File: config.mk
export PLATFORM = sky130hd
export DESIGN_NAME = counter_ud_sched
export DESIGN_NICKNAME = d
export VERILOG_FILES = /design/src/rtl/counter_ud_sched.sv
export SDC_FILE = /design/constraint.sdc
export NUM_CORES = 1
export LEC_CHECK = 0
export CAP_MARGIN = 20
export CORE_MARGIN = 2
export CORE_UTILIZATION = 46
export CTS_CLUSTER_DIAMETER = 120
export DETAILED_ROUTE_END_ITERATION = 16
export PLACE_DENSITY = 0.89
export SLEW_MARGIN = 0
export SYNTH_ARGS = -nofsm -noshare
export SYNTH_HDL_FRONTEND = slang
export SYNTH_SLANG_ARGS = --single-unit
export TNS_END_PERCENT = 100
File: constraint.sdc
create_clock -name clk -period 6.9 [get_ports clk]
set_clock_uncertainty 0.1 [all_clocks]
set_input_delay 1.38 -clock clk [delete_from_list [all_inputs] [get_ports clk]]
set_output_delay 1.38 -clock clk [all_outputs]
set_load 0.005 [all_outputs]
File: src/rtl/counter_ud_sched.sv
// rtl/counter_ud_sched.sv - round-robin scheduler sharing one up/down counter among N requesters
// Optional abort support is built when CUD_SCHED_ABORT_EN is defined.
module counter_ud_sched #(
    parameter int N = 4,
    parameter int W = 4,
    localparam int IW = (N > 1) ? $clog2(N) : 1
) (
    input  logic             clk,
    input  logic             rst,
    input  logic [N-1:0]     req,
    input  logic [N*W-1:0]   start_val,
    input  logic [N*W-1:0]   target_val,
    output logic [N-1:0]     gnt,
    output logic [N-1:0]     done,
    output logic             busy,
    output logic [IW-1:0]    owner,
    input  logic [W-1:0]     cnt_count,
    output logic             cnt_load_en,
    output logic [W-1:0]     cnt_load,
    output logic             cnt_ud
`ifdef CUD_SCHED_ABORT_EN
    ,
    input  logic             abort,
    output logic             aborted
`endif
);

    typedef enum logic [1:0] {IDLE, LOAD, RUN, FIN} state_t;

    localparam logic [N-1:0] ONE = {{(N-1){1'b0}}, 1'b1};

    state_t        state_q, state_d;
    logic [IW-1:0] ptr_q, owner_q, win_idx;
    logic          win_vld;
    logic [W-1:0]  s_q, t_q, win_s, win_t;
    logic          dir_q;
    logic          fin_abort_q, fin_abort_d;
    logic [N-1:0]  gnt_q, done_q;
    logic          hit, abort_in;

    assign hit = (cnt_count == t_q);

`ifdef CUD_SCHED_ABORT_EN
    assign abort_in = abort;
    assign aborted  = fin_abort_q && (state_q == FIN);
`else
    assign abort_in = 1'b0;
`endif

    // Completion wins over an abort arriving in the same RUN cycle.
    assign fin_abort_d = abort_in && ((state_q == LOAD) || ((state_q == RUN) && !hit));

    // Round-robin search starting just after the last granted index.
    always_comb begin
        int idx;
        win_vld = 1'b0;
        win_idx = '0;
        idx     = 0;
        for (int k = 1; k <= N; k++) begin
            idx = int'(ptr_q) + k;
            if (idx >= N) idx = idx - N;
            if (!win_vld && req[idx]) begin
                win_vld = 1'b1;
                win_idx = IW'(idx);
            end
        end
    end

    assign win_s = start_val[win_idx*W +: W];
    assign win_t = target_val[win_idx*W +: W];

    always_ff @(posedge clk) begin
        if (rst) begin
            state_q     <= IDLE;
            ptr_q       <= IW'(N - 1);
            owner_q     <= '0;
            gnt_q       <= '0;
            done_q      <= '0;
            s_q         <= '0;
            t_q         <= '0;
            dir_q       <= 1'b1;
            fin_abort_q <= 1'b0;
        end else begin
            state_q <= state_d;
            gnt_q   <= '0;
            done_q  <= '0;
            if (state_q == IDLE && win_vld) begin
                ptr_q   <= win_idx;
                owner_q <= win_idx;
                s_q     <= win_s;
                t_q     <= win_t;
                dir_q   <= (win_t > win_s);
                gnt_q   <= ONE << win_idx;
            end
            if (state_d == FIN && state_q != FIN) begin
                fin_abort_q <= fin_abort_d;
                done_q      <= fin_abort_d ? '0 : (ONE << owner_q);
            end
        end
    end

    always_comb begin
        state_d = state_q;
        case (state_q)
            IDLE:    if (win_vld) state_d = LOAD;
            LOAD:    state_d = abort_in ? FIN : RUN;
            RUN:     if (hit || abort_in) state_d = FIN;
            FIN:     state_d = IDLE;
            default: state_d = IDLE;
        endcase
    end

    // Outside RUN the counter is always loaded, so it never drifts between jobs.
    always_comb begin
        cnt_load_en = 1'b1;
        cnt_load    = cnt_count;
        cnt_ud      = 1'b1;
        case (state_q)
            LOAD: begin
                cnt_ud = dir_q;
                if (!abort_in) cnt_load = s_q;
            end
            RUN: begin
                cnt_ud      = dir_q;
                cnt_load_en = hit || abort_in;
            end
            FIN: begin
                cnt_ud = dir_q;
                if (!fin_abort_q) cnt_load = t_q;
            end
            default: cnt_load_en = 1'b1;
        endcase
    end

    assign busy  = (state_q != IDLE);
    assign owner = owner_q;
    assign gnt   = gnt_q;
    assign done  = done_q;

endmodule
======== Word level (Yosys, flattened, before mapping) ========
Index checks and enable logic that the tools add are counted.
word-level totals
  input port bits ......................... 42
  flip-flop bits (word level) ............. 23
  output and inout bits ................... 17
operators by class
  equality and inequality tests ........... 6
  add/subtract/negate cells ............... 8
  multiplexer cells ....................... 30
  bitwise operators ....................... 2
  shift operators ......................... 4
  reductions and logical operators ........ 13
  $lt $le $gt $ge ......................... 9
operator list
  cell                                                                                 number
  32-bit by 4-bit < comparator with 1-bit output, second input constant                4
  32-bit 2-to-1 mux                                                                    4
  16-bit by 5-bit variable part select with 4-bit output                               2
  1-bit 2-to-1 mux                                                                     14
  2-bit 2-to-1 mux                                                                     6
  3-bit by 3-bit subtractor with 4-bit output, second input constant                   3
  3-bit greater-or-equal comparator, second input constant                             3
  1-bit binary-select mux with 2-bit select                                            4
  2-bit case mux with 4 select lines                                                   1
  4-bit case mux with 2 select lines                                                   1
  1-bit by 2-bit << shifter with 4-bit output, first input constant                    2
  2-bit by 2-bit adder with 3-bit output, second input constant                        2
  2-bit equality test, second input constant                                           3
  1-bit logical AND                                                                    5
  4-bit by 3-bit subtractor with 5-bit output, second input constant                   1
  2-bit by 3-bit adder with 4-bit output, second input constant                        1
  4-bit equality test                                                                  1
  4-bit by 3-bit greater-or-equal comparator with 1-bit output, second input constant  1
  4-bit greater-than comparator                                                        1
  2-bit OR reduction                                                                   2
  2-bit by 1-bit adder with 3-bit output, second input constant                        1
  1-bit zero test                                                                      3
  3-bit OR reduction                                                                   1
  2-bit by 1-bit equality test with 1-bit output, second input constant                1
  4 further kinds                                                                      5

======== Logic depth before layout (Yosys ltp) ========
Gate-level depths: netlist of run 1.
  depth after elaboration ................. 22
  gate-level depth with buffers ........... 11

======== Worst setup path after synthesis of run 1 ========
OpenSTA, ideal clock, no wires.
  kind .................................... input to register
  start point ............................. in req[1]
  end point ............................... reg dir_q
  cell stages on the path ................. 9
  arrival time ............................ 3.472 ns
  setup slack ............................. 3.205 ns
  buffers on the path ..................... 0
  library setup time ...................... 0.123 ns
  cells stage by stage .................... o21a_1 -> a221oi_4 -> mux4_1 -> ha_1 -> nor2b_1 -> o21ai_0 -> nand2b_1 -> a21oi_1 -> o21ai_0
between the ends
  longest elaborated chain between the ends .. 15
  elaborated cells on any way between the ends .. 30
  classes of those cells .................. order compare (1); shift (2); mux (20); reduce/logical (7)
ends and longest elaborated chain
  element                                                   RTL line  text
  start, declared                                           10        input logic [N-1:0] req,
  1-bit binary-select mux with 2-bit select                 62        if (!win_vld && req[idx]) begin
  1-bit 2-to-1 mux (implied by the code) (2 in series)      62
  1-bit 2-to-1 mux                                          62
  1-bit zero test                                           62
  1-bit logical AND                                         62
  1-bit 2-to-1 mux                                          62
  1-bit zero test                                           62
  1-bit logical AND                                         62
  1-bit 2-to-1 mux                                          62
  1-bit zero test                                           62
  1-bit logical AND                                         62
  2-bit 2-to-1 mux *                                        62
  16-bit by 5-bit variable part select with 4-bit output *  70        assign win_t = target_val[win_idx*W +: W];
  via win_t[1]                                              35        logic [W-1:0] s_q, t_q, win_s, win_t;
  4-bit greater-than comparator *                           92        dir_q <= (win_t > win_s);
  end signal, assigned                                      92
  end, declared                                             36        logic dir_q;
The timed path passes the listed nets; every way through them passes the cells marked *. The select of a mux whose other input is x is not followed.
A chain may end at the register's enable or synchronous reset.

======== Final worst setup path of run 1 ========
Same ends and word-level chain as after synthesis.

==> results of run 1 <==
[power by group]
| part | switching (W) | internal, W |
|---|---|---|
| logic | 0.000143 | 0.000167 |
| clock network | 0.0000381 | 0.0000226 |
| registers | 0.0000261 | 0.000166 |
[per-layer routing]
layer  GRT usage  vias to the layer above
met3      0.0240                        4
met2       0.383                       58
met1       0.246                      609
li1            -                      656
met4      0.0909                        0
met5           0                        -
[metrics by stage]
step / std cells / hold WS [ns] / area [um^2] / util
6_report: 239 / 0.415 / 2040 / 0.686
5_1_grt: 239 / 0.419 / 2040 / 0.686
4_1_cts: 238 / 0.410 / 2040 / 0.684
3_5_place_dp: 234 / 0.392 / 2010 / 0.675
3_3_place_gp: 234 / 0.359 / 2010 / 0.675
2_1_floorplan: 147 / 0.331 / 1420 / -
[final cells by class]
| type | instances | share of cell area |
|---|---|---|
| sequential | 23 | 0.225 |
| timing repair buffer | 59 | 0.288 |
| clock buffer | 4 | 0.0129 |
| multi-input combinational | 115 | 0.445 |
| inverter | 5 | 0.00919 |
| tap | 33 | 0.0202 |
[critical path, delay by kind of cell]
kind / cells / cell delay (ns)
AO/OA/AOI/OAI: 5 / 1.40
adder cells (fa/ha/maj): 1 / 0.31
buffers and inverters: 1 / 0.47
multiplexers: 1 / 0.68
AND/OR/NAND/NOR: 2 / 0.21
[Yosys cell counts, types with 4 or more instances]
cell type | n | share of area
sky130_fd_sc_hd__a21oi_1 | 9 | 0.032
sky130_fd_sc_hd__a22o_1 | 4 | 0.025
sky130_fd_sc_hd__a22oi_1 | 4 | 0.021
sky130_fd_sc_hd__dfxtp_1 | 23 | 0.33
sky130_fd_sc_hd__ha_1 | 9 | 0.080
sky130_fd_sc_hd__inv_1 | 5 | 0.013
sky130_fd_sc_hd__mux2_4 | 4 | 0.042
sky130_fd_sc_hd__mux2i_1 | 8 | 0.057
sky130_fd_sc_hd__nand2_1 | 17 | 0.045
sky130_fd_sc_hd__nand3b_1 | 4 | 0.021
sky130_fd_sc_hd__nor2_1 | 9 | 0.024
sky130_fd_sc_hd__nor2b_1 | 7 | 0.031
sky130_fd_sc_hd__o21ai_0 | 4 | 0.014
sky130_fd_sc_hd__o21ai_2 | 4 | 0.025
sky130_fd_sc_hd__xnor2_1 | 4 | 0.025
[worst max path at each step]
stage | slack (ns) | cells past startpoint | endpoint | startpoint
after floorplan | 3.21 | 9 | dir_q$_SDFFE_PP1P_ | req[1]
after global placement | 2.31 | 11 | dir_q$_SDFFE_PP1P_ | req[1]
after detailed placement | 2.11 | 11 | dir_q$_SDFFE_PP1P_ | req[1]
after CTS | 2.44 | 11 | dir_q$_SDFFE_PP1P_ | req[1]
after global routing | 2.36 | 10 | dir_q$_SDFFE_PP1P_ | req[0]
final | 2.54 | 10 | dir_q$_SDFFE_PP1P_ | req[1]
[cell families after synthesis]
group	share of synthesized area
AOI/OAI and AO/OA	0.175
xor gates and xnor gates	0.0248
adders and majority gates	0.0796
buffers and inverters	0.0327
DFF	0.325
muxes	0.171
and+or+nand+nor	0.192
[flip-flops by register name, summed over array words and instances (netlist names)]
name     count
done         4
gnt          4
s_q          4
t_q          4
owner        2
ptr_q        2
state_q      2
dir_q        1
==> reports/results.tsv, run 1 <==
stage	metric	value	unit
layout	area_growth	44.4	%
hold_path	hp-start	owner[1]$_SDFFE_PP0P_	
global_routing	maximum_number_of_pins_on_one_net_before_global_route_repair	18	
cts	cts-buffers-inserted	3	
route	vias_per_cell	5.55	
floorplan	floorplan.die_area	0.00354	mm^2
layout	fill_cells	236	
critical_path	r2r_end	dir_q$_SDFFE_PP1P_	
floorplan	coreArea	0.00298	mm^2
sta	achievable-frequency	230	MHz
floorplan	die_ht	59.5	um
layout	multi_input_area	908	um^2
place	preCtsSetupSlack	2.11	ns
cts	worstSkewPairLatency	0.31	ns
run	maxCapViolations	0	
outcome	status	finished, final reports clean	
yosys	synthesis.area_per_instance	9.63	um^2
critical_path	startpoint_type	primary input	
hold_path	worst_hold_endpoint	done[3]$_SDFF_PP0_	
critical_path	timing.critical_path.required	7.00	ns
cts	post_cts_setup_buffer_count	0	
route	detail_route.wl_per_cell	14.1	um
layout	layout.cells.most_common_list	sky130_fd_sc_hd__clkdlybuf4s50_1 (58), sky130_fd_sc_hd__dfxtp_1 (23), sky130_fd_sc_hd__nand2_1 (17)	
hold_path	min_delay_path_depth	2	
sta	timing_worst_slew_pin_value	0.894	ns
critical_path	setup.worst_path.end_class	register	
global_routing	initial_antenna_violation_count	0	
sta	totalNegativeSetupSlack	0	ns
critical_path	worst-path-max-fanout	17	
critical_path	timing.critical_path.mode_cell	sky130_fd_sc_hd__o21ai_0	
yosys	synth_sequential_area_ratio	0.325	
route	route.antenna.remaining_nets	0	
cts	clock_sink_count	23	
route	detail_route.first_pass.iterations	4	
sta	share_of_the_clock_period_used_by_the_worst_path	0.631	
floorplan	initial_utilization	0.475	
cts	path_clk_slew	0.12	ns
pwr	post_layout_power	0.000563	W
global_routing	grt_first_pass_wirelength	5680	um
cts	clock_tree_from_tritoncts	yes	
cts	ctsRootBufferMaster	sky130_fd_sc_hd__clkbuf_4	
critical_path	critPathKind	primary input to register	
cts	cts.repair.resized	0	
layout	drive_gt1_frac	0.0777	
cts	ctsHtreeMaxLevel	1	
floorplan	row_count	20	
global_routing	first_global_vias	1308	
yosys	post_synth_instance_area	0.00142	mm^2
sta	setup_repair_after_global_routing_missed_its_margin	no	
critical_path	critPathSlowestCell	sky130_fd_sc_hd__a221oi_4	
yosys	ys_ff_latch	23	
yosys	ys_warn_count	0	
place	hpwl	2830	um
route	remaining_drc_errors	0	
route	wl_met2	1790	um
layout	n_antenna_cell	0	
route	routed-via-count	1327	
pwr	vdd_ir_drop_max	131	uV
route	met3WireLength	204	um
layout	mostFrequentLayoutCell	sky130_fd_sc_hd__clkdlybuf4s50_1	
yosys	synth.net_count	198	
yosys	synthArstFlopShare	0	
critical_path	max_stage_delay	0.75	ns
pwr	cellLeakagePower	0.833	nW
sta	period_minus_slack	4.36	ns
sta	timing.max_slew.rel_slack	0.404	
sta	report.final.setup_viol	0	
yosys	syn_inst	147	
critical_path	worst_ep_arrival_time	4.46	ns
route	dr.first_iter.drc_count	65	
yosys	yosys_most_used_dff	sky130_fd_sc_hd__dfxtp_1	
yosys	synth-edff-count	0	
cts	ctsLongestPathBuffers	2	
global_routing	grt_usage	0.211	
sta	drv_slew	0	
layout	final-seq-area	460	um^2
global_routing	grt_overflow_total	0	
critical_path	reg2regPathDepth	9	
floorplan	pin_count	59	
sta	final-hold-violation-count	0	
cts	post_cts_hold_buffer_count	0	
route	top_signal_layer_used	met4	
route	wl_met1	1320	um
layout	layout_net_count	258	
yosys	synth_unique_cells	36	
place	globalplace.congestion	0.763	
pwr	power.density	276	mW/mm^2
hold_path	worstHoldPathType	register to register	
critical_path	r2r_setup_slack	3.74	ns
sta	postLayoutSetupSlackWorst	2.54	ns
floorplan	die_x	59.5	um
critical_path	timing.critical_path.cells	clkdlybuf4s50_1 -> o21a_1 -> a221oi_4 -> mux4_1 -> ha_1 -> nor2b_1 -> o21ai_0 -> nand2b_1 -> a21oi_1 -> o21ai_0	
critical_path	r2r_start	ptr_q[0]$_SDFFE_PP1P_	
route	drt-total-wl	3380	um
place	buffers_added_on_ports	58	
Power figures use the tool's default switching activity.
==> run 2, diff against run 1 <==
--- a/config.mk
+++ b/config.mk
@@ -7,10 +7,10 @@
 export LEC_CHECK = 0
 export CAP_MARGIN = 20
 export CORE_MARGIN = 2
-export CORE_UTILIZATION = 46
+export CORE_UTILIZATION = 42
 export CTS_CLUSTER_DIAMETER = 120
 export DETAILED_ROUTE_END_ITERATION = 16
-export PLACE_DENSITY = 0.89
+export PLACE_DENSITY = 0.83
 export SLEW_MARGIN = 0
 export SYNTH_ARGS = -nofsm -noshare
 export SYNTH_HDL_FRONTEND = slang
==> constraint.sdc (replaced) <==
create_clock -name clk -period 4.5 [get_ports clk]
set_clock_uncertainty 0.1 [all_clocks]
set_input_delay 0.9 -clock clk [delete_from_list [all_inputs] [get_ports clk]]
set_output_delay 0.9 -clock clk [all_outputs]
set_load 0.005 [all_outputs]
==> run 2 against run 1 <==
Hold slack worse by 0.018 ns. Cell area up 1.2%. Register-to-register slack worse by 1.9 ns. Clock power up 50%. Critical endpoint unchanged.
==> reports/results.tsv, run 2 (same netlist as run 1, synthesis figures left out) <==
stage	metric	value	unit	change
critical_path	r2r_start	ptr_q[0]$_SDFFE_PP1P_		
sta	final-hold-violation-count	0		unchanged
layout	post-route-cell-area	0.00207	mm^2	+1.2%
sta	report.final.setup_viol	0		unchanged
floorplan	die_ht	62.0	um	+4.3%
cts	post_cts_hold_buffer_count	0		unchanged
sta	period_minus_slack	3.43	ns	
route	remaining_drc_errors	0		unchanged
critical_path	critPathKind	primary input to register		
cts	cts-buffers-inserted	3		unchanged
global_routing	grt_usage	0.168		-0.0428
layout	area_growth	46.1	%	
critical_path	startpoint_type	primary input		
critical_path	max_stage_delay	0.61	ns	-0.14 ns
global_routing	grt_overflow_total	0		unchanged
critical_path	setup.worst_path.start	req[1]		
layout	layout.cells.most_common_list	sky130_fd_sc_hd__clkdlybuf4s50_1 (58), sky130_fd_sc_hd__dfxtp_1 (23), sky130_fd_sc_hd__nand2_1 (17)		
cts	cts.repair.resized	0		unchanged
floorplan	row_count	21		+5.0%
floorplan	coreArea	0.00328	mm^2	+10%
cts	clock_sink_count	23		unchanged
layout	drive_gt1_frac	0.0821		+0.00446
place	placement.cell_area	0.00204	mm^2	+1.6%
critical_path	setup.worst_path.end	dir_q$_SDFFE_PP1P_		
critical_path	setup.worst_path.end_class	register		
layout	n_antenna_cell	0		unchanged
route	detail_route.wl_per_cell	11.9	um	-15%
cts	post_cts_setup_buffer_count	0		unchanged
pwr	post_layout_power	0.000848	W	+51%
sta	achievable-frequency	292	MHz	
global_routing	grt_first_pass_wirelength	4930	um	-13%
place	globalplace.congestion	0.768		+0.63%
cts	ctsRootBufferMaster	sky130_fd_sc_hd__clkbuf_4		
cts	ctsLongestPathBuffers	2		unchanged
route	detail_route.first_pass.iterations	4		unchanged
outcome	status	finished, final reports clean		
route	route.antenna.remaining_nets	0		unchanged
pwr	vdd_ir_drop_max	200	uV	+52%
floorplan	pin_count	59		unchanged
pwr	cellLeakagePower	0.838	nW	+0.60%
layout	fill_cells	281		+19%
critical_path	worst_ep_arrival_time	3.52	ns	-0.94 ns
critical_path	r2r_setup_slack	1.83	ns	-1.91 ns
route	drt-total-wl	3020	um	-11%
sta	drv_slew	0		unchanged
sta	timing_worst_slew_pin_value	0.530	ns	-0.363 ns
floorplan	initial_utilization	0.431		-0.0444
floorplan	die_x	62.0	um	+4.3%
critical_path	worst-path-max-fanout	16		-1
hold_path	worstHoldPathType	register to register		
floorplan	floorplan.die_area	0.00385	mm^2	+8.9%
place	buffers_added_on_ports	58		unchanged
sta	timing.max_slew.rel_slack	0.645		+0.241
route	routed-via-count	1288		-2.9%
critical_path	timing.critical_path.cells	clkdlybuf4s50_1 -> o21a_1 -> a221oi_4 -> buf_4 -> mux4_1 -> ha_1 -> o21ai_0 -> nand2b_1 -> a21oi_1 -> o21ai_0		
route	dr.first_iter.drc_count	37		-43%
sta	share_of_the_clock_period_used_by_the_worst_path	0.761		
layout	mostFrequentLayoutCell	sky130_fd_sc_hd__clkdlybuf4s50_1		
layout	layout_net_count	259		+0.39%
cts	worstSkewPairLatency	0.30	ns	about the same
global_routing	initial_antenna_violation_count	0		unchanged
critical_path	timing.critical_path.required	4.59	ns	-2.41 ns
global_routing	first_global_vias	1166		-11%
pwr	power.density	410	mW/mm^2	+49%
run	maxCapViolations	0		unchanged
place	hpwl	2500	um	-12%
sta	setup_repair_after_global_routing_missed_its_margin	no		
cts	clock_tree_from_tritoncts	yes		
sta	totalNegativeSetupSlack	0	ns	unchanged
global_routing	maximum_number_of_pins_on_one_net_before_global_route_repair	18		unchanged
critical_path	r2r_end	dir_q$_SDFFE_PP1P_		
critical_path	timing.critical_path.mode_cell	sky130_fd_sc_hd__o21ai_0		
critical_path	critPathSlowestCell	sky130_fd_sc_hd__mux4_1		
cts	ctsHtreeMaxLevel	1		unchanged
cts	path_clk_slew	0.11	ns	about the same
critical_path	reg2regPathDepth	9		unchanged
route	vias_per_cell	5.09		-8.3%
hold_path	hp-start	s_q[2]$_SDFFE_PP0P_		
## run 2: cell count changes in the layout (fill, tap and decap cells not counted), sizes merged
cell / change
buf: +1
## run 2: worst min-delay path by stage
stage | end | slack [ns] | cells after the start
CTS | s_q[2]$_SDFFE_PP0P_ | 0.40 | 2
floorplan | dir_q$_SDFFE_PP1P_ | 0.33 | 2
global route | s_q[3]$_SDFFE_PP0P_ | 0.44 | 2
detailed placement | s_q[2]$_SDFFE_PP0P_ | 0.38 | 2
global placement | dir_q$_SDFFE_PP1P_ | 0.36 | 2
finish | s_q[2]$_SDFFE_PP0P_ | 0.40 | 2
## run 2: area by class of cell
| class | instances | area, um^2 | share of cell area |
|---|---|---|---|
| multi-input cells | 115 | 908 | 0.439 |
| repair buffers | 60 | 596 | 0.288 |
| flip-flops and latches | 23 | 460 | 0.223 |
| well taps | 46 | 57.6 | 0.0278 |
| clock buffers | 4 | 26.3 | 0.0127 |
| inverters | 5 | 18.8 | 0.00908 |
## run 2: worst max-delay path: cells and delay by family
family | cells | cell delay [ns]
AO/OA/AOI/OAI | 5 | 0.86
buffers and inverters | 2 | 0.76
multiplexers | 1 | 0.61
adder cells (fa/ha/maj) | 1 | 0.31
AND/OR/NAND/NOR | 1 | 0.08
## run 2: layer usage
metal / share of wire / vias up / track usage
li1: - / 655 / -
met1: 0.42 / 582 / 0.224
met2: 0.50 / 47 / 0.283
met3: 0.066 / 4 / 0.0228
met4: 0.011 / 0 / 0.0486
met5: 0 / - / 0
## run 2: stage by stage
stage,hold slack [ns],cells,setup WS (ns),util
3_3_place_gp,0.361,249,0.877,0.621
3_5_place_dp,0.381,249,0.768,0.621
5_1_grt,0.436,253,0.904,0.629
2_1_floorplan,0.331,147,1.29,-
4_1_cts,0.400,253,1.09,0.629
6_report,0.398,253,1.07,0.629
## run 2: where the power goes
part	internal (W)	total [W]	switching (W)	leakage, nW
clock network	0.0000346	0.0000909	0.0000564	0.0150
registers	0.000254	0.000292	0.0000383	0.189
logic	0.000257	0.000465	0.000208	0.634
==> run 3, diff against run 2 <==
--- a/config.mk
+++ b/config.mk
@@ -7,10 +7,10 @@
 export LEC_CHECK = 0
 export CAP_MARGIN = 20
 export CORE_MARGIN = 2
-export CORE_UTILIZATION = 42
+export CORE_UTILIZATION = 38
 export CTS_CLUSTER_DIAMETER = 120
 export DETAILED_ROUTE_END_ITERATION = 16
-export PLACE_DENSITY = 0.83
+export PLACE_DENSITY = 0.79
 export SLEW_MARGIN = 0
 export SYNTH_ARGS = -nofsm -noshare
 export SYNTH_HDL_FRONTEND = slang
==> constraint.sdc (replaced) <==
create_clock -name clk -period 2.96 [get_ports clk]
set_clock_uncertainty 0.1 [all_clocks]
set_input_delay 0.592 -clock clk [delete_from_list [all_inputs] [get_ports clk]]
set_output_delay 0.592 -clock clk [all_outputs]
set_load 0.005 [all_outputs]
==> run 3 against run 2 <==
Flip-flop and latch count did not move. Sequential share of layout area fell by 1.6 points. Combinational power rose by 78%. Critical path depth did not move.
==> reports/results.tsv, run 3 (same netlist as run 1, synthesis figures left out) <==
stage	metric	value	unit	change
layout	mostFrequentLayoutCell	sky130_fd_sc_hd__clkdlybuf4s50_1		
hold_path	worstHoldPathType	register to register		
sta	timing.max_slew.rel_slack	0.630		-0.0148
route	remaining_drc_errors	0		unchanged
pwr	vdd_ir_drop_max	290	uV	+45%
floorplan	die_ht	65.0	um	+4.8%
layout	fill_cells	337		+20%
route	detail_route.first_pass.iterations	4		unchanged
layout	n_antenna_cell	0		unchanged
sta	timing_worst_slew_pin_value	0.553	ns	+0.0221 ns
global_routing	grt_first_pass_wirelength	5220	um	+5.7%
route	dr.first_iter.drc_count	31		-16%
cts	ctsLongestPathBuffers	2		unchanged
cts	ctsHtreeMaxLevel	1		unchanged
floorplan	pin_count	59		unchanged
critical_path	timing.critical_path.required	3.00	ns	-1.59 ns
critical_path	timing.critical_path.cells	clkdlybuf4s50_1 -> nand2b_1 -> a221oi_4 -> mux4_2 -> ha_4 -> nor2b_1 -> o21ai_1 -> nand2b_1 -> a21oi_1 -> o21ai_1		
route	vias_per_cell	4.94		-3.0%
floorplan	initial_utilization	0.389		-0.0414
critical_path	worst_ep_arrival_time	2.92	ns	-0.60 ns
layout	layout.cells.most_common_list	sky130_fd_sc_hd__clkdlybuf4s50_1 (56), sky130_fd_sc_hd__dfxtp_1 (23), sky130_fd_sc_hd__nand2_1 (17), sky130_fd_sc_hd__buf_4 (13), sky130_fd_sc_hd__nor2_1 (9)		
global_routing	maximum_number_of_pins_on_one_net_before_global_route_repair	18		unchanged
route	route.antenna.remaining_nets	0		unchanged
cts	cts-buffers-inserted	3		unchanged
pwr	power.density	658	mW/mm^2	+60%
cts	path_clk_slew	0.07	ns	-0.04 ns
sta	final-hold-violation-count	0		unchanged
route	routed-via-count	1328		+3.1%
cts	post_cts_setup_buffer_count	0		unchanged
global_routing	first_global_vias	1264		+8.4%
place	hpwl	2580	um	+3.4%
cts	ctsRootBufferMaster	sky130_fd_sc_hd__clkbuf_8		
critical_path	startpoint_type	primary input		
place	buffers_added_on_ports	58		unchanged
layout	layout_net_count	273		+5.4%
floorplan	row_count	22		+4.8%
place	globalplace.congestion	0.778		+1.3%
run	maxCapViolations	0		unchanged
global_routing	initial_antenna_violation_count	0		unchanged
critical_path	setup.worst_path.end_class	register		
critical_path	max_stage_delay	0.59	ns	-0.02 ns
floorplan	die_x	65.0	um	+4.8%
sta	period_minus_slack	2.88	ns	
critical_path	critPathSlowestCell	sky130_fd_sc_hd__mux4_2		
route	detail_route.wl_per_cell	12.1	um	+1.0%
sta	totalNegativeSetupSlack	0	ns	unchanged
pwr	post_layout_power	0.00146	W	+73%
cts	clock_tree_from_tritoncts	yes		
pwr	cellLeakagePower	0.917	nW	+9.4%
layout	finish.utilization	0.613		-0.0167
critical_path	worst-path-max-fanout	3		-13
cts	worstSkewPairLatency	0.26	ns	-0.04 ns
global_routing	grt_usage	0.155		-0.0132
global_routing	grt_overflow_total	0		unchanged
sta	achievable-frequency	347	MHz	
sta	report.final.setup_viol	0		unchanged
layout	drive_gt1_frac	0.172		+0.0898
floorplan	floorplan.die_area	0.00423	mm^2	+9.8%
place	placement.cell_area	0.00215	mm^2	+5.3%
outcome	status	finished, final reports clean		
cts	clock_sink_count	23		unchanged
floorplan	coreArea	0.00363	mm^2	+11%
sta	share_of_the_clock_period_used_by_the_worst_path	0.974		
sta	drv_slew	0		unchanged
layout	area_growth	57.3	%	
critical_path	critPathKind	primary input to register		
layout	post-route-cell-area	0.00223	mm^2	+7.7%
sta	holdWs	0.398	ns	+0.000167 ns
route	drt-total-wl	3250	um	+7.4%
## run 3: repair_timing
item | CTS | global route
hold buffers | 0 | 0
endpoints found under the setup margin | 1 | 1
gates resized for setup | 4 | 10
pin swaps | 1 | 4
## run 3: power breakdown
group / total, W / internal, W / switching, W
clock: 0.000185 / 0.0000958 / 0.0000896
combinational: 0.000830 / 0.000477 / 0.000353
sequential: 0.000448 / 0.000387 / 0.0000616
total: 0.00146 / 0.000959 / 0.000505
## run 3: per-layer routing
metal,track usage,vias to the layer above,share of wire
li1,-,681,-
met1,0.201,597,0.46
met2,0.259,46,0.48
met3,0.0208,4,0.049
met4,0.0625,0,0.014
met5,0,-,0
## run 3: layout make-up
type | count | area (um^2) | area share
tap | 48 | 60.1 | 0.0270
sequential | 23 | 460 | 0.207
clock buffer | 4 | 45.0 | 0.0202
inverter | 5 | 18.8 | 0.00843
timing repair buffer | 74 | 713 | 0.320
multi-input combinational | 115 | 928 | 0.417
## run 3: worst paths after layout
kind	endpoint	from	cells after the start	slack, ns
setup / recovery	dir_q$_SDFFE_PP1P_	req[3]	10	0.08
hold / removal	s_q[1]$_SDFFE_PP0P_	s_q[1]$_SDFFE_PP0P_	2	0.40
setup reg to reg	dir_q$_SDFFE_PP1P_	ptr_q[0]$_SDFFE_PP1P_	9	0.48
hold reg to reg	s_q[1]$_SDFFE_PP0P_	s_q[1]$_SDFFE_PP0P_	2	0.40
## run 3: worst max-delay path, delay by kind of cell
family / cells / cell delay [ns]
AO/OA/AOI/OAI: 4 / 0.70
multiplexers: 1 / 0.59
buffers and inverters: 1 / 0.50
AND/OR/NAND/NOR: 3 / 0.32
adder cells (fa/ha/maj): 1 / 0.23
## run 3: metrics by stage
step,setup WS (ns),cells
2_1_floorplan,0.0531,147
3_3_place_gp,-0.272,265
3_5_place_dp,-0.336,265
4_1_cts,0.00710,269
5_1_grt,-0.0338,269
6_report,0.0760,269
==> RTL change: new RTL, flow settings as in run 3 <==
Add a define of `CUD_SCHED_ABORT_EN`.
--- a/src/rtl/counter_ud_sched.sv
+++ b/src/rtl/counter_ud_sched.sv
@@ -1,5 +1,7 @@
 // rtl/counter_ud_sched.sv - round-robin scheduler sharing one up/down counter among N requesters
 // Optional abort support is built when CUD_SCHED_ABORT_EN is defined.
+`define CUD_SCHED_ABORT_EN
+
 module counter_ud_sched #(
     parameter int N = 4,
     parameter int W = 4,
Interface: changed (added abort and aborted); port bits go from 59 to 61. The function was not compared with the original's and may differ.
==> RTL change against run 3 <==
  * Wire length increased by 39%
  * Power increased by 44%
  * Design area increased by 11%
  * Clock power increased by 59%
  * Sequential cell count increased by 1
  * Final cell count increased by 11%
  * Sequential power increased by 24%
  * Critical endpoint unchanged
  * Critical path type unchanged
  * Worst setup slack got worse by 0.016 ns
  * Synthesized cell count increased by 16%
  * Largest cell class unchanged
  * Synthesized area increased by 8.7%
  * Count of clock-buffer cells in the layout decreased by 1
  * Register-to-register slack got worse by 0.17 ns
==> RTL change: results (changes against run 3) <==
DRT Wirelength: 4500 µm (+39%)
DPL Wire Length: 3330 µm (+29%)
non-clock inverter total of the final layout: 14 (+9)
layout cells sized above 1: 14.9% (-2.3 points)
multi-input combinational area share: 40.7% (-0.97 points)
worst setup path startpoint: req[3]
Final Hold Slack: 0.392 ns (-0.00641 ns)
number of global-route vias before repair: 1,518 (+20%)
status: finished, final reports clean
Non-clock buffer share: 32.2% (+0.18 points)
DR iter-0 viols: 102 (+230%)
worst path arrival time: 2.97 ns (+0.05 ns)
distinct cell type count after synthesis: 35 (-2.8%)
HP Start: dir_q$_SDFFE_PP1P_
minimum clock period: 2.90 ns (+0.0162 ns)
first-pass GRT wire length: 6760 µm (+30%)
Peak VDD IR: 0.000421 V (+45%)
dpl ws: -0.240 ns (+0.0962 ns)
largest net degree at the start of global routing: 18 (unchanged)
reg-to-reg slack, setup: 0.31 ns (-0.17 ns)
Crit Path Max Fanout: 4 (+1)
placer congestion estimate: 0.836 (+7.4%)
clock network share of area: 2.89% (+0.87 points)
I/O Buffers: 60 (+3.4%)
Post-synth top cells: 24 x dfxtp_1, 21 x mux2i_1, 14 x inv_1
reg2reg path depth: 12 (+3)
Resized cells post-CTS: 0 (-4)
Worst Hold End: dir_q$_SDFFE_PP1P_
fin nets: 302 (+11%)
leakage dissipation: 1.07 nW (+17%)
vias per std cell: 5.20 (+5.3%)
top cells by area, synth: dfxtp_1 31%, mux2i_1 14%, ha_1 7.3%
Non-CTS buffers: 81 (+9.5%)
Overall Global Routing Usage: 19.4% (+3.9 points)
Yosys reg bits: 24 (+4.3%)
fill count: 322 (-4.5%)
Most used DFF post-synth: dfxtp_1
clk slew on worst S/H paths: 0.09 ns (+0.02 ns)
Slew headroom: 70.4% (+7.3 points)
worst r2r src: ptr_q[1]$_SDFFE_PP1P_
## RTL change: changes by cell type after synthesis, sizes merged, moves of 4 or more
cell           run 3  this run
a22o               4         0
inv                5        14
mux2i              8        21
mux4               4         0
nand2             17        11
nand2b             2         6
nand3b             4        10
nor3               2         6
o21ai              8         4
o221ai             0         8
## RTL change: kinds of logic after synthesis
| group | synth area share (%) |
|---|---|
| simple gates | 20.5 |
| compound gates | 15.4 |
| mux | 17.3 |
| flops | 31.2 |
| buf+inv | 5.94 |
| fa+ha+maj | 7.32 |
| xor+xnor | 2.28 |
## RTL change: per-stage QoR
| stage | std cells | TNS [ns] | cell area, µm² |
|---|---|---|---|
| 6_report | 299 | 0 | 2470 |
| 5_1_grt | 299 | -0.0143 | 2470 |
| 4_1_cts | 299 | 0 | 2420 |
| 3_5_place_dp | 295 | -0.240 | 2340 |
| 3_3_place_gp | 295 | -0.168 | 2340 |
| 2_1_floorplan | 171 | 0 | 1540 |
## RTL change: per-layer routing
layer,GRT usage [%],share of wire (%),up-vias,wire [µm]
li1,-,-,784,-
met1,23.4,42,704,1910
met2,34.3,47,63,2110
met3,5.17,9.9,4,446
met4,3.83,0.76,0,34
met5,0,0,-,0
## RTL change: power breakdown
group          total [mW]  leakage (nW)  internal (mW)  switching (mW)
Clock               0.295        0.0357          0.181           0.114
Combinational        1.25         0.840          0.674           0.576
Sequential          0.557         0.197          0.447           0.110
Total                2.10          1.07           1.30           0.799
## RTL change: worst max-delay path, stage by stage
cell and delay, ns:
clkdlybuf4s50_1 0.43, buf_4 0.17, a31oi_4 0.19, nor2b_4 0.19, buf_6 0.13, mux2i_1 0.09, mux2_2 0.27, ha_1 0.30
nor2b_1 0.14, o21ai_1 0.16, nand2b_1 0.09, a21oi_1 0.13, o21ai_1 0.08
